**config.mk**
```make
export PLATFORM = sky130hd
export DESIGN_NAME = ttt_move_engine_flat
export DESIGN_NICKNAME = d
export VERILOG_FILES = /design/src/rtl/ttt_move_engine_if.sv /design/src/rtl/ttt_move_engine.sv /design/src/flat_wrapper.sv
export SDC_FILE = /design/constraint.sdc
export NUM_CORES = 1
export LEC_CHECK = 0
export BUFFER_PORTS_ARGS = -buffer_cell sky130_fd_sc_hd__buf_2
export CAP_MARGIN = 20
export CORE_UTILIZATION = 38
export CTS_CLUSTER_DIAMETER = 150
export DETAILED_ROUTE_END_ITERATION = 8
export PLACE_DENSITY_LB_ADDON = 0.2
export SLEW_MARGIN = 30
export SYNTH_ARGS = -nofsm -noshare
export SYNTH_HDL_FRONTEND = slang
export SYNTH_SLANG_ARGS = --single-unit
```
**constraint.sdc**
```tcl
create_clock -name clk -period 3.5 [get_ports clk]
set_clock_uncertainty 0.15 [all_clocks]
set_input_delay 0.35 -clock clk [delete_from_list [all_inputs] [get_ports clk]]
set_output_delay 0.35 -clock clk [all_outputs]
set_load 0.03 [all_outputs]
```
**src/rtl/ttt_move_engine_if.sv**
```systemverilog
// rtl/ttt_move_engine_if.sv - key event inputs and board/turn/result outputs of the move engine
interface ttt_move_engine_if;
    logic        game_en;
    logic        key_valid;
    logic [3:0]  key_code;
    logic [17:0] board;
    logic        turn_o;
    logic [1:0]  result;
    logic [3:0]  move_cnt;
    logic        move_ack;
    logic        move_nack;

    modport master (
        output game_en, key_valid, key_code,
        input  board, turn_o, result, move_cnt, move_ack, move_nack
    );

    modport slave (
        input  game_en, key_valid, key_code,
        output board, turn_o, result, move_cnt, move_ack, move_nack
    );
endinterface

```
**src/rtl/ttt_move_engine.sv**
```systemverilog
// rtl/ttt_move_engine.sv - tic-tac-toe move legality, turn order and win/draw detection
module ttt_move_engine #(
    parameter logic START_O = 1'b0
) (
    input  logic              clk,
    input  logic              rst,
    ttt_move_engine_if.slave  bus
);

    typedef enum logic [1:0] {IDLE, PLAY, CHECK, DONE} state_e;

    state_e      state_q;
    logic [17:0] board_q;
    logic        turn_q;
    logic [1:0]  result_q;
    logic [3:0]  cnt_q;
    logic        ack_q;
    logic        nack_q;

    logic        is_cell;
    logic        is_star;
    logic [1:0]  mover;
    logic        cell_free;
    logic [17:0] board_d;
    logic        win;

    // Cell k lives at bits [19-2k:18-2k]; three cells equal to side s form a line.
    function automatic logic line3(input logic [17:0] b, input int a, input int c,
                                   input int d, input logic [1:0] s);
        return (b[18-2*a +: 2] == s) && (b[18-2*c +: 2] == s) && (b[18-2*d +: 2] == s);
    endfunction

    assign is_cell = bus.key_valid && (bus.key_code >= 4'd1) && (bus.key_code <= 4'd9);
    assign is_star = bus.key_valid && (bus.key_code == 4'd10);
    assign mover   = turn_q ? 2'b10 : 2'b01;

    always_comb begin
        cell_free = 1'b0;
        board_d   = board_q;
        for (int k = 1; k <= 9; k++) begin
            if (bus.key_code == 4'(k)) begin
                cell_free             = (board_q[18-2*k +: 2] == 2'b00);
                board_d[18-2*k +: 2]  = mover;
            end
        end
    end

    // Only the side that just moved can have completed a line.
    assign win = line3(board_q, 1, 2, 3, mover) | line3(board_q, 4, 5, 6, mover) |
                 line3(board_q, 7, 8, 9, mover) | line3(board_q, 1, 4, 7, mover) |
                 line3(board_q, 2, 5, 8, mover) | line3(board_q, 3, 6, 9, mover) |
                 line3(board_q, 1, 5, 9, mover) | line3(board_q, 3, 5, 7, mover);

    always_ff @(posedge clk or negedge rst) begin
        if (!rst) begin
            state_q  <= IDLE;
            board_q  <= '0;
            turn_q   <= START_O;
            result_q <= 2'b00;
            cnt_q    <= 4'd0;
            ack_q    <= 1'b0;
            nack_q   <= 1'b0;
        end else begin
            ack_q  <= 1'b0;
            nack_q <= 1'b0;
            if (!bus.game_en) begin
                state_q  <= IDLE;
                board_q  <= '0;
                turn_q   <= START_O;
                result_q <= 2'b00;
                cnt_q    <= 4'd0;
            end else begin
                case (state_q)
                    IDLE: state_q <= PLAY;
                    PLAY: begin
                        if (is_cell) begin
                            if (cell_free) begin
                                board_q <= board_d;
                                cnt_q   <= cnt_q + 4'd1;
                                ack_q   <= 1'b1;
                                state_q <= CHECK;
                            end else begin
                                nack_q  <= 1'b1;
                            end
                        end else if (is_star) begin
                            board_q  <= '0;
                            turn_q   <= START_O;
                            result_q <= 2'b00;
                            cnt_q    <= 4'd0;
                        end
                    end
                    CHECK: begin
                        nack_q <= is_cell;
                        if (win) begin
                            result_q <= mover;
                            state_q  <= DONE;
                        end else if (cnt_q == 4'd9) begin
                            result_q <= 2'b11;
                            state_q  <= DONE;
                        end else begin
                            turn_q   <= ~turn_q;
                            state_q  <= PLAY;
                        end
                    end
                    DONE: begin
                        if (is_cell) begin
                            nack_q <= 1'b1;
                        end else if (is_star) begin
                            board_q  <= '0;
                            turn_q   <= START_O;
                            result_q <= 2'b00;
                            cnt_q    <= 4'd0;
                            state_q  <= PLAY;
                        end
                    end
                    default: state_q <= IDLE;
                endcase
            end
        end
    end

    assign bus.board     = board_q;
    assign bus.turn_o    = turn_q;
    assign bus.result    = result_q;
    assign bus.move_cnt  = cnt_q;
    assign bus.move_ack  = ack_q;
    assign bus.move_nack = nack_q;

endmodule

```
**src/flat_wrapper.sv**
```systemverilog
// flat-port wrapper written by rule: the top's interface ports become plain ports
module ttt_move_engine_flat 
#(
    parameter logic START_O = 1'b0
)
  (clk, rst, bus_game_en, bus_key_valid, bus_key_code, bus_board, bus_turn_o, bus_result, bus_move_cnt, bus_move_ack, bus_move_nack);
  ttt_move_engine_if bus_i ();
  input  logic clk;
  input  logic rst;
  input wire logic [$bits(bus_i.game_en)-1:0] bus_game_en;
  input wire logic [$bits(bus_i.key_valid)-1:0] bus_key_valid;
  input wire logic [$bits(bus_i.key_code)-1:0] bus_key_code;
  output wire logic [$bits(bus_i.board)-1:0] bus_board;
  output wire logic [$bits(bus_i.turn_o)-1:0] bus_turn_o;
  output wire logic [$bits(bus_i.result)-1:0] bus_result;
  output wire logic [$bits(bus_i.move_cnt)-1:0] bus_move_cnt;
  output wire logic [$bits(bus_i.move_ack)-1:0] bus_move_ack;
  output wire logic [$bits(bus_i.move_nack)-1:0] bus_move_nack;
  assign bus_i.game_en = bus_game_en;
  assign bus_i.key_valid = bus_key_valid;
  assign bus_i.key_code = bus_key_code;
  assign bus_board = bus_i.board;
  assign bus_turn_o = bus_i.turn_o;
  assign bus_result = bus_i.result;
  assign bus_move_cnt = bus_i.move_cnt;
  assign bus_move_ack = bus_i.move_ack;
  assign bus_move_nack = bus_i.move_nack;
  ttt_move_engine #(.START_O(START_O)) u_core (.clk(clk), .rst(rst), .bus(bus_i));
endmodule
```
==> flow_summary.ini <==
[sta]
finalWorstPathRequiredPeriod_ns = 2.79
rsz0062_at_grt = no
final_min_period_over_clock_period_pct = 79.8
timing_worst_slew_pin_value_ns = 0.860
fmaxAchievable_mhz = 358
setup_total_negative_slack_ns = 0
final_max_slew_viol_count = 0
maxSlewHeadroom_pct = 42.7
final_hold_viol_count = 0
setup_viol = 0

[yosys]
register_area_share_after_synthesis_pct = 35.0
yosys_register_bits = 29
synth_ff_type = sky130_fd_sc_hd__dfrtp_1
syn_avg_cell_area_um2 = 8.86
synth_adder_area_share_pct = 3.62
synth_mux_area_share_pct = 1.45
synth_top_family_by_area = compound AO/OA/AOI/OAI gates
yosys_warnings = 0
synth.net_count = 248
synth-compound-area-share_pct = 28.2
asyncSetResetFlopFracSynth_pct = 100
yosys.area_share.simple_pct = 27.3
synth_area_um2 = 2070
synth.distinct_cells = 56
synth_enable_flop_cells = 0
syn-instance-count = 234
xor_xnor_share_of_the_synthesized_area_pct = 0

[grt]
global_route.usage.total_pct = 21.4
first_global_vias = 1782
number_of_antenna_violations_at_the_first_check_in_global_routing = 0
pin_count_of_the_biggest_net_entering_global_routing = 30
grt_remaining_overflow = 0
grt_pass1_wl_mm = 9.07

[floorplan]
floorplan.rows = 26
start_util_pct = 40.1
die_area_um2 = 5760
chipWidth_um = 75.9
die_h_um = 75.9
ios = 35
core_area_um2 = 5170

[finish]
design.final.nets = 279
layout_commonest_cell = sky130_fd_sc_hd__buf_2
post_layout_instance_count_excluding_filler_cells = 335
register_area_um2 = 726
multi_input_comb_area_um2 = 1270
fillerInstances = 503
flow.area_growth_from_synthesis_pct = 14.7
num_antenna_cells = 0
core_util_final_pct = 46.0
finish.instance_area_um2 = 2380
most-common-layout-cells = sky130_fd_sc_hd__buf_2, sky130_fd_sc_hd__dfrtp_1, sky130_fd_sc_hd__o31ai_1
post_route_cells_drive_above_1_share_pct = 18.9

[clock_network]
worst_skew_late_latency_ns = 0.28
ctsRootBufferMaster = sky130_fd_sc_hd__clkbuf_8
clockBufferDepth = 2
worst_setup_hold_path_clk_slew_ns = 0.06
cts_sinks = 29
cts_h_tree_depth = 2
tritoncts_clock_tree = built
cts_buffers = 5

[detailed_routing]
vias = 1961
route.detailed.wl_per_inst_um = 16.8
remaining_drc_errors = 0
ant_nets = 0
detailedRoute.firstIterationViolations = 136
routed_wl_mm = 5.64
avgViaCountPerCell = 5.85
dr.pass1.iters = 5

[worst_setup_path]
cpPeakStageDelay_ns = 0.42
crit_path_top_delay_cell = sky130_fd_sc_hd__or3_1
timing.critical_path.from = u_core.state_q[1]
worst-setup-path-type = reg -> reg
cell_by_cell_trace_of_the_critical_path = inv_1, ha_1, and2_1, nand4_2, nor2_1, o2bb2ai_4, or3_1, o21ai_1
worstReg2RegStart = u_core.state_q[1]
critPathMaxFanout = 27
cp.arrival_ns = 2.79
timing.critical_path.to_type = flip-flop
worst-endpoint-required_ns = 3.50
startpoint_type = flip-flop

[power]
power_per_cell_area_nw_per_um2 = 449
p_leak_nw = 1.07
worst_ir_drop_vdd_mv = 0.246

[worst_hold_path]
hp-class = in -> reg
hold_start = bus_key_valid

[placement]
cell_area_reported_after_detailed_placement_um2 = 2280
routabilityCongestion = 0.817
port_buffers = 34
post-place-cells = 327
post-dp-hpwl_mm = 3.97

[run]
maxCapViolations = 0

[outcome]
status = complete, no violations
==> synth_stat cells, types with 3 or more instances <==
cell                       count  area share [%]
sky130_fd_sc_hd__a21oi_1       8             1.9
sky130_fd_sc_hd__a22o_1        4             1.7
sky130_fd_sc_hd__buf_2         3            0.72
sky130_fd_sc_hd__clkbuf_1      4            0.72
sky130_fd_sc_hd__dfrtp_1      29              35
sky130_fd_sc_hd__ha_1          6             3.6
sky130_fd_sc_hd__inv_1         7             1.3
sky130_fd_sc_hd__mux2i_1       3             1.4
sky130_fd_sc_hd__nand2_1      12             2.2
sky130_fd_sc_hd__nand2b_1     12             3.6
sky130_fd_sc_hd__nand3_1       5             1.2
sky130_fd_sc_hd__nand3b_1      5             1.8
sky130_fd_sc_hd__nand4_1       4             1.2
sky130_fd_sc_hd__nor2_1       15             2.7
sky130_fd_sc_hd__nor2b_1       4             1.2
sky130_fd_sc_hd__nor3_1        5             1.2
sky130_fd_sc_hd__nor3b_1       8             2.9
sky130_fd_sc_hd__o21ai_0      13             3.1
sky130_fd_sc_hd__o21ai_1      10             2.4
sky130_fd_sc_hd__o22ai_1      10             3.0
sky130_fd_sc_hd__o31ai_1      19             6.9
sky130_fd_sc_hd__or3b_2        4             1.7
sky130_fd_sc_hd__or4_1         3             1.1
==> stage by stage <==
step	setup slack, ns	hold slack (ns)	total power [W]
2_1_floorplan	1.18	-0.0956	0.000688
3_3_place_gp	0.589	0.273	0.000788
3_5_place_dp	0.667	0.280	0.000793
4_1_cts	0.733	0.297	0.00108
5_1_grt	0.549	0.329	0.00113
6_report	0.706	0.309	0.00107
==> report_power, final <==
| group | switching, W | total (W) | internal [W] | leakage (nW) |
|---|---|---|---|---|
| registers | 0.0000578 | 0.000430 | 0.000372 | 0.397 |
| clock network | 0.000122 | 0.000278 | 0.000156 | 0.0443 |
| logic | 0.000236 | 0.000361 | 0.000125 | 0.629 |
==> final cells by class <==
type                       count  share of cell area [%]
multi-input combinational    186                    53.3
sequential                    29                    30.5
timing repair buffer          35                    7.57
tap                           70                    3.68
clock buffer                   7                    3.63
inverter                       8                    1.26
==> critical path, delay by kind of cell (launching register included) <==
kind            cells  cell delay [ns]
flops               1             0.41
buf+inv             1             0.09
simple gates        4             1.25
compound gates      2             0.46
fa+ha+maj           1             0.29
==> registers in the layout (all words and copies together) (netlist names) <==
signal / cells
u_core.bus.move_ack: 1
u_core.bus.move_nack: 1
u_core.bus.move_cnt: 4
u_core.bus.turn_o: 1
u_core.bus.board: 18
u_core.bus.result: 2
u_core.state_q: 2
==> cells by family (layout without fill, tap and decap cells) <==
kind of cell	after synthesis	count (layout)
AO/OA/AOI/OAI	86	86
adder cells (fa/ha/maj)	6	6
buffers and inverters	19	50
flip-flops	29	29
multiplexers	3	3
AND/OR/NAND/NOR	91	91
==> final timing paths <==
check | endpoint | slack [ns] | cells past startpoint
worst max-delay path | u_core.bus.board[17] | 0.71 | 8
worst min-delay path | u_core.bus.move_nack | 0.31 | 3
worst max register to register | u_core.bus.board[17] | 0.71 | 8
worst min register to register | u_core.bus.result[0] | 0.35 | 1
max in group asynchronous | u_core.bus.result[0] | 2.28 | 2
min in group asynchronous | u_core.bus.board[0] | 0.49 | 2
==> routing by layer <==
layer  wire length (µm)  global-route usage, %  up-vias
met5                  0                      0        -
met1               2750                   32.0      922
met3                367                   4.50        6
met2               2440                   30.5       61
met4                 94                   7.00        0
li1                   -                      -      972
==> what timing repair did <==
item,CTS,global route
buffers inserted,0,0
hold buffers,1,0
endpoints found under the hold margin,29,0
resized for setup,0,0
Note: power is estimated with default switching activity, not from simulation.
